`src/rtl/gate_mac_requant_if.sv`:
```
// Handshake bundle between the operand feeder, the gate MAC and the tanh PLA.
// The operand stream carries (x, w, bias). The result side carries the
// requantised pre-activation together with its saturation flag.
interface gate_mac_requant_if #(
  parameter int W_DATA = 8,
  parameter int W_OUT  = 8
);
  logic                     in_valid;
  logic                     in_ready;
  logic signed [W_DATA-1:0] in_x;
  logic signed [W_DATA-1:0] in_w;
  logic signed [W_DATA-1:0] in_bias;
  logic                     out_valid;
  logic                     out_ready;
  logic signed [W_OUT-1:0]  out_data;
  logic                     out_sat;

  // Feeder / PLA side.
  modport master (
    output in_valid, in_x, in_w, in_bias, out_ready,
    input  in_ready, out_valid, out_data, out_sat
  );

  // MAC side.
  modport slave (
    input  in_valid, in_x, in_w, in_bias, out_ready,
    output in_ready, out_valid, out_data, out_sat
  );
endinterface

```
`src/rtl/gate_mac_requant.sv`:
```
// Sequential MAC for one LSTM gate pre-activation: bias + sum(x[k]*w[k]).
// The result is rounded (half toward +inf) and saturated into the PLA input
// format Q(OUT_I).(W_OUT-OUT_I). It is held until the PLA accepts it.
// The product of the element just accepted is registered. It is folded into
// the accumulator on the next acceptance, or in DRAIN for the last element.
module gate_mac_requant #(
  parameter int W_DATA = 8,
  parameter int DATA_F = 6,
  parameter int N      = 4,
  parameter int W_ACC  = 20,
  parameter int W_OUT  = 8,
  parameter int OUT_I  = 4
) (
  input logic              clock,
  input logic              resetn,
  gate_mac_requant_if.slave bus
);

  localparam int W_PROD = 2 * W_DATA;
  localparam int IDX_W  = $clog2(N);
  localparam int OUT_F  = W_OUT - OUT_I;
  localparam int SH     = 2 * DATA_F - OUT_F;

  localparam logic [IDX_W-1:0]      IDX_LAST = IDX_W'(N - 1);
  localparam logic signed [W_ACC:0] RND      = (W_ACC + 1)'(64'sd1 <<< (SH - 1));
  localparam logic signed [W_ACC:0] SAT_MAX  = (W_ACC + 1)'((64'sd1 <<< (W_OUT - 1)) - 64'sd1);
  localparam logic signed [W_ACC:0] SAT_MIN  = -SAT_MAX - (W_ACC + 1)'(1);

  typedef enum logic [1:0] {ACC, DRAIN, RQ, HOLD} state_t;

  state_t                    state_q, state_d;
  logic [IDX_W-1:0]          idx_q, idx_d;
  logic signed [W_ACC-1:0]   acc_q, acc_d;
  logic signed [W_PROD-1:0]  prod_q, prod_d;
  logic                      in_ready_q;
  logic                      out_valid_q, out_valid_d;
  logic signed [W_OUT-1:0]   out_data_q, out_data_d;
  logic                      out_sat_q, out_sat_d;

  logic signed [W_PROD-1:0]  x_ext, w_ext;
  logic [W_OUT:0]            rq;

  // Round half toward +inf and clip. The sum is formed one bit wider than
  // the accumulator so the rounding addend cannot wrap.
  // Returns {sat, data}.
  function automatic logic [W_OUT:0] requant(input logic signed [W_ACC-1:0] a);
    logic signed [W_ACC:0] s;
    logic signed [W_ACC:0] r;
    s = {a[W_ACC-1], a} + RND;
    r = s >>> SH;
    if (r > SAT_MAX)      requant = {1'b1, SAT_MAX[W_OUT-1:0]};
    else if (r < SAT_MIN) requant = {1'b1, SAT_MIN[W_OUT-1:0]};
    else                  requant = {1'b0, r[W_OUT-1:0]};
  endfunction

  assign x_ext = W_PROD'(bus.in_x);
  assign w_ext = W_PROD'(bus.in_w);
  assign rq    = requant(acc_q);

  assign bus.in_ready  = in_ready_q;
  assign bus.out_valid = out_valid_q;
  assign bus.out_data  = out_data_q;
  assign bus.out_sat   = out_sat_q;

  // State, datapath and output registers. Reset clears all partial work.
  // in_ready is a registered decode of the next state.
  always_ff @(posedge clock or negedge resetn) begin
    if (!resetn) begin
      state_q     <= ACC;
      idx_q       <= '0;
      acc_q       <= '0;
      prod_q      <= '0;
      in_ready_q  <= 1'b0;
      out_valid_q <= 1'b0;
      out_data_q  <= '0;
      out_sat_q   <= 1'b0;
    end else begin
      state_q     <= state_d;
      idx_q       <= idx_d;
      acc_q       <= acc_d;
      prod_q      <= prod_d;
      in_ready_q  <= (state_d == ACC);
      out_valid_q <= out_valid_d;
      out_data_q  <= out_data_d;
      out_sat_q   <= out_sat_d;
    end
  end

  // Next-state and datapath update for ACC -> DRAIN -> RQ -> HOLD.
  always_comb begin
    state_d     = state_q;
    idx_d       = idx_q;
    acc_d       = acc_q;
    prod_d      = prod_q;
    out_valid_d = out_valid_q;
    out_data_d  = out_data_q;
    out_sat_d   = out_sat_q;
    unique case (state_q)
      ACC: begin
        if (bus.in_valid && in_ready_q) begin
          prod_d = x_ext * w_ext;
          // Element 0 restarts from the bias. Any stale product is dropped.
          if (idx_q == '0) acc_d = W_ACC'(bus.in_bias) <<< DATA_F;
          else             acc_d = acc_q + W_ACC'(prod_q);
          if (idx_q == IDX_LAST) begin
            idx_d   = '0;
            state_d = DRAIN;
          end else begin
            idx_d = idx_q + IDX_W'(1);
          end
        end
      end
      DRAIN: begin
        acc_d   = acc_q + W_ACC'(prod_q);
        state_d = RQ;
      end
      RQ: begin
        {out_sat_d, out_data_d} = rq;
        out_valid_d             = 1'b1;
        state_d                 = HOLD;
      end
      HOLD: begin
        if (out_valid_q && bus.out_ready) begin
          out_valid_d = 1'b0;
          state_d     = ACC;
        end
      end
      default: state_d = ACC;
    endcase
  end

endmodule

```
`src/flat_wrapper.sv`:
```
// flat-port wrapper written by rule: the top's interface ports become plain ports
module gate_mac_requant_flat 
#(
  parameter int W_DATA = 8,
  parameter int DATA_F = 6,
  parameter int N      = 4,
  parameter int W_ACC  = 20,
  parameter int W_OUT  = 8,
  parameter int OUT_I  = 4
)
  (clock, resetn, bus_in_valid, bus_in_x, bus_in_w, bus_in_bias, bus_out_ready, bus_in_ready, bus_out_valid, bus_out_data, bus_out_sat);
  gate_mac_requant_if #(.W_DATA(W_DATA), .W_OUT(W_OUT)) bus_i ();
  input logic clock;
  input logic resetn;
  input wire logic [$bits(bus_i.in_valid)-1:0] bus_in_valid;
  input wire logic [$bits(bus_i.in_x)-1:0] bus_in_x;
  input wire logic [$bits(bus_i.in_w)-1:0] bus_in_w;
  input wire logic [$bits(bus_i.in_bias)-1:0] bus_in_bias;
  input wire logic [$bits(bus_i.out_ready)-1:0] bus_out_ready;
  output wire logic [$bits(bus_i.in_ready)-1:0] bus_in_ready;
  output wire logic [$bits(bus_i.out_valid)-1:0] bus_out_valid;
  output wire logic [$bits(bus_i.out_data)-1:0] bus_out_data;
  output wire logic [$bits(bus_i.out_sat)-1:0] bus_out_sat;
  assign bus_i.in_valid = bus_in_valid;
  assign bus_i.in_x = bus_in_x;
  assign bus_i.in_w = bus_in_w;
  assign bus_i.in_bias = bus_in_bias;
  assign bus_i.out_ready = bus_out_ready;
  assign bus_in_ready = bus_i.in_ready;
  assign bus_out_valid = bus_i.out_valid;
  assign bus_out_data = bus_i.out_data;
  assign bus_out_sat = bus_i.out_sat;
  gate_mac_requant #(.W_DATA(W_DATA), .DATA_F(DATA_F), .N(N), .W_ACC(W_ACC), .W_OUT(W_OUT), .OUT_I(OUT_I)) u_core (.clock(clock), .resetn(resetn), .bus(bus_i));
endmodule
```
`config.mk`:
```
export PLATFORM = sky130hd
export DESIGN_NAME = gate_mac_requant_flat
export DESIGN_NICKNAME = d
export VERILOG_FILES = /design/src/rtl/gate_mac_requant_if.sv /design/src/rtl/gate_mac_requant.sv /design/src/flat_wrapper.sv
export SDC_FILE = /design/constraint.sdc
export NUM_CORES = 1
export LEC_CHECK = 0
export ABC_AREA = 1
export CAP_MARGIN = 15
export CORE_MARGIN = 3
export CORE_UTILIZATION = 60
export CTS_BUF_LIST = sky130_fd_sc_hd__clkbuf_4 sky130_fd_sc_hd__clkbuf_8
export CTS_CLUSTER_SIZE = 30
export DETAILED_ROUTE_END_ITERATION = 10
export PLACE_DENSITY = 0.9
export SLEW_MARGIN = 20
export SYNTH_ARGS = -nofsm -noshare
export SYNTH_HDL_FRONTEND = slang
export SYNTH_SLANG_ARGS = --single-unit
```
`constraint.sdc`:
```
create_clock -name clock -period 2.15 [get_ports clock]
set_input_delay 0.3225 -clock clock [delete_from_list [all_inputs] [get_ports clock]]
set_output_delay 0.3225 -clock clock [all_outputs]
set_load 0.03 [all_outputs]
```
* Word level (Yosys, flattened, before mapping)
Index checks and enable logic that the tools add are counted.
** Storage, ports and cells
- Bits of input ports :: 28
- Logic and storage cells :: 42
- Output and inout bits :: 11
- Flip-flop bits (word level) :: 51
** Operators by class
- Equal/unequal tests :: 6
- $mul :: 1
- Reduce and logical (&&, ||, !) cells :: 10
- Multiplexer cells :: 12
- Order comparisons :: 2
- $add $sub $neg :: 3
** Operators by type and width (count)
- 20-bit 2-to-1 mux :: 2
- 20-bit one-hot mux with 2 select lines :: 1
- 20-bit by 9-bit adder with 21-bit output (second input constant) :: 1
- 20-bit by 16-bit adder with 20-bit output :: 1
- 9-bit 2-to-1 mux :: 2
- 8-bit by 8-bit multiplier with 16-bit output :: 1
- 13-bit by 8-bit greater-than comparator with 1-bit output (second input constant) :: 1
- 13-bit by 8-bit less-than comparator with 1-bit output (second input constant) :: 1
- 2-bit 2-to-1 mux :: 4
- 2-bit one-hot mux with 4 select lines :: 1
- 2-bit equality test (second input constant) :: 3
- 2-bit zero test :: 3
- 2-bit AND reduction :: 3
- 2-bit by 1-bit inequality test with 1-bit output (second input constant) :: 2
- 2-bit nonzero test :: 2
- 2-bit by 1-bit adder with 2-bit output (second input constant) :: 1
- 2-bit by 1-bit equality test with 1-bit output (second input constant) :: 1
- 1-bit logical AND :: 2
- 1-bit one-hot mux with 2 select lines :: 1
- 1-bit 2-to-1 mux :: 1

* Logic depth before layout (Yosys ltp)
- Word-level depth :: 5
- Mapped depth :: 21
- Mapped depth without buffers :: 20

* Worst setup path after synthesis
No wires, ideal clock.
- Kind :: input to register
- Start :: input bus_in_w[2]
- End :: register u_core.prod_q[15]
- Path slack :: -1.982 ns
- Buffers on the path :: 1
- Data arrival time :: 4.015 ns
- Library setup time :: 0.117 ns
- Required time :: 2.033 ns
- Stages on the path :: 19
- Cells stage by stage :: clkbuf_1 nand2_1 inv_1 fa_1 inv_1 fa_1 inv_1 fa_1 inv_1 fa_1 inv_1 ha_1 nand2_1 nor3_1 nand3_1 nand3_1 nand3_1 nand3_1 nand2_1
** Between the ends
- Longest elaborated chain between the ends :: 1
** RTL lines
- from (decl) :: line flat_wrapper.sv:17 : input wire logic [$bits(bus_i.in_w)-1:0] bus_in_w;
- 8-bit by 8-bit multiplier with 16-bit output :: line gate_mac_requant.sv:101 : prod_d = x_ext * w_ext;
- to (signal assigned) :: line gate_mac_requant.sv:81 : prod_q <= prod_d;
- to (decl) :: line gate_mac_requant.sv:34 : logic signed [W_PROD-1:0] prod_q, prod_d;
No other way between the ends.
A chain may end at the register's enable or synchronous reset.

* Worst setup path in the final report
- Start :: input bus_in_x[3]
- End :: register u_core.prod_q[15]
** Between the ends
- Longest elaborated chain between the ends :: 1
** RTL lines
- from (decl) :: line flat_wrapper.sv:16 : input wire logic [$bits(bus_i.in_x)-1:0] bus_in_x;
- 8-bit by 8-bit multiplier with 16-bit output :: line gate_mac_requant.sv:101
No other way between the ends.

==> out/metrics.cfg <==
[timing]
setup-tns-final_ns=-14.71
tightest_slew_ns=0.513
fmax_ghz=0.266
min_period_over_period_pct=175
setup_slack_ns=-1.61
finClkSkew_ns=0.0174
fin_hold_ws_ns=0.490
setup_viol=12
max-slew-margin-rel_pct=65.8
drv_slew=0
rsz0062_at_grt=true
hold_violations=0
finalCriticalPeriod_ns=3.76

[cells_and_area]
fin_area_um2=7920
syn2layout_area_growth_pct=26.1
diodes=0
drive_gt1_share_pct=25.7
final_cells=1110
nets=1112
nFillCells=613

[status]
status=complete, but fails checks
violations=setup timing

[drt]
drc=0
num_vias=6189
drt-initial-drc-count=551
ant_nets=0
via_per_inst=5.58
drtPass1Iterations=6
wire_per_inst_um=16.2
drt-total-wl_um=17900

[floorplan]
die_y_um=108
fp.dieW_um=108
core_um2=9950
die-area_um2=11700
num_io_pins=39
num_rows=36
start_util_pct=63.0

[global_route]
grt_remaining_overflow=0
antenna_found_initial=0
grt_use_total_pct=28.9
grt_pass1_wl_um=27300
grt_max_degree=24
grt_pass1_vias=6064

[logic_synthesis]
syn_inst=890
synth-xor-area-share_pct=2.23
synth_simple_gate_area_share_pct=29.7
ys_types=39
synth_top_area_cell=dfrtp_1
synth.top_cells.by_area=dfrtp_1 (20%), fa_1 (18%), nand2_1 (17%)
synthAdderAreaFrac_pct=28.0
yosysTopAreaCellShare_pct=20.3
synth_area_per_cell_um2=7.05
synth_edf_count=0
synth_compound_area_share_pct=7.32
ys_dominant_reg_cell=dfrtp_1
syn_area_um2=6280
seq_area_frac_synth_pct=20.3
ys_seq_elements=51
synth_top_family_by_area=simple AND/OR/NAND/NOR gates
ys.warnings.count=0
synthTopCellsByCount=nand2_1 (277), inv_1 (172), nor2_1 (60), fa_1 (56)
muxShareOfSynthArea_pct=0
synth_most_common_cell=nand2_1
syn-num-nets=1025
synthArstFlopShare_pct=100

[clock_tree]
numCtsBuffers=5
clk_path_buf_depth=2
clk_latency_ns=0.31
cts_tree=built
cts_htree_levels=2
cts_sinks=51
path_clk_slew_ns=0.09
root_buffer=clkbuf_8

[worst_setup_path]
cp-end-kind=register
crit_family=adder cells
crit_top_cell=fa_1
crit_required_ns=2.35
path_class=input port to register
crit_buf_inv=4
startpoint_type=input port
path_cells=buf_6, nand2_1, inv_2, fa_1, fa_1, fa_1, inv_1, fa_1, inv_2, ha_4, nand2_4, or2_4, nand2_2, nand2_1, nand3_2, nand3_1, nand3_1, nand2_1
critical-path-max-stage-delay_ns=0.57
critPathMaxFanout=6
worstPathArrival_ns=3.96
slowest_stage=fa_1

[placed_design]
dp_cells=1089
hpwlAfterDp_um=12600
port_buffers=38
place_congestion=0.920
dpl_cell_area_um2=7320

[pwr]
peakVddDrop_v=0.00114
finalPower_uw=10700
power.density_nw_per_um2=1350
leakagePower_uw=0.00420

[hold_path]
hp-class=register to register

[job]
drv_cap=0

==> cells by family after synthesis <==
logic type / after synthesis
XOR/XNOR: 16
AND/OR/NAND/NOR: 432
buffers and inverters: 201
AO/OA/AOI/OAI: 83
adder cells (fa/ha/maj): 107
flip-flops: 51
==> flip-flops by register name, indices dropped and copies added, names as in the netlist <==
register	flops
u_core.idx_q	2
u_core.state_q	2
u_core.prod_q	16
u_core.acc_q	20
u_core.bus.out_valid	1
u_core.bus.in_ready	1
u_core.bus.out_sat	1
u_core.bus.out_data	8
==> layout by cell type (no fill, tap or decap), types with 8 or more instances in the layout <==
cell type        instances
nand4_1                 16
a21oi_1                 23
a21oi_2                  8
nand3_2                 10
ha_4                    15
nor2_2                  11
ha_1                    30
fa_2                    12
nand2_2                 28
nor2_1                  53
fa_1                    44
inv_2                   36
nand3_1                 33
o21ai_1                  8
dfrtp_1                 50
clkdlybuf4s50_1         21
inv_1                  134
nand2_1                251
o21ai_0                 23
buf_6                   19
buf_4                   53
==> area by class of cell <==
cell class | count | area (µm²) | share of cell area [%]
Multi-Input combinational cell | 638 | 4740 | 59.8
Sequential cell | 51 | 1280 | 16.1
Timing Repair Buffer | 102 | 930 | 11.7
Inverter | 179 | 699 | 8.84
Tap cell | 133 | 166 | 2.10
Clock buffer | 5 | 68.8 | 0.869
Clock inverter | 2 | 37.5 | 0.474
==> final timing paths <==
kind | startpoint | endpoint | slack, ns | cells after the start
max in group asynchronous | resetn | u_core.idx_q[1] | 1.01 | 3
worst min-delay path | u_core.bus.out_data[0] | u_core.bus.out_data[0] | 0.49 | 2
worst min register to register | u_core.bus.out_data[0] | u_core.bus.out_data[0] | 0.49 | 2
worst max-delay path | bus_in_x[3] | u_core.prod_q[15] | -1.61 | 18
min in group asynchronous | resetn | u_core.acc_q[4] | 0.50 | 2
worst max register to register | u_core.acc_q[7] | u_core.bus.out_sat | 0.11 | 12
==> what timing repair did <==
item / in CTS / in global routing
gates resized for setup: 119 / 93
hold buffers: 1 / 0
cloned: 0 / 0
endpoints found under the hold margin: 21 / 0
buffers inserted: 6 / 9
pin swaps: 49 / 78
setup endpoints to repair: 13 / 22
==> where the power goes <==
part	internal (µW)	switching [µW]	total [µW]
clock network	341	347	688
registers	1350	437	1790
logic	3570	4640	8210
==> worst register-to-register path: stages (launching register included) <==
cell	delay [ns]
dfrtp_1	0.57
ha_1	0.32
nand2_2	0.10
nor2_4	0.18
nand4_1	0.17
nand2_1	0.12
nand2_1	0.06
inv_1	0.06
nand3_2	0.08
nand2_4	0.10
nand2_1	0.05
nand2_1	0.05
nand2_1	0.06
==> metrics by stage <==
stage / utilization, % / setup slack (ns)
2_1_floorplan: - / -1.59
3_3_place_gp: 73.6 / -2.21
3_5_place_dp: 73.6 / -2.30
4_1_cts: 76.0 / -1.54
5_1_grt: 79.5 / -1.74
6_report: 79.5 / -1.61
==> layer usage <==
metal / GRT usage, % / routed length [µm] / vias to the layer above / part of all wire [%]
li1: - / - / 2896 / -
met1: 38.0 / 6860 / 2919 / 38
met2: 51.4 / 9140 / 299 / 51
met3: 2.99 / 1190 / 75 / 6.6
met4: 7.39 / 749 / 0 / 4.2
met5: 0 / 0 / - / 0
Power figures use the tool's default switching activity.
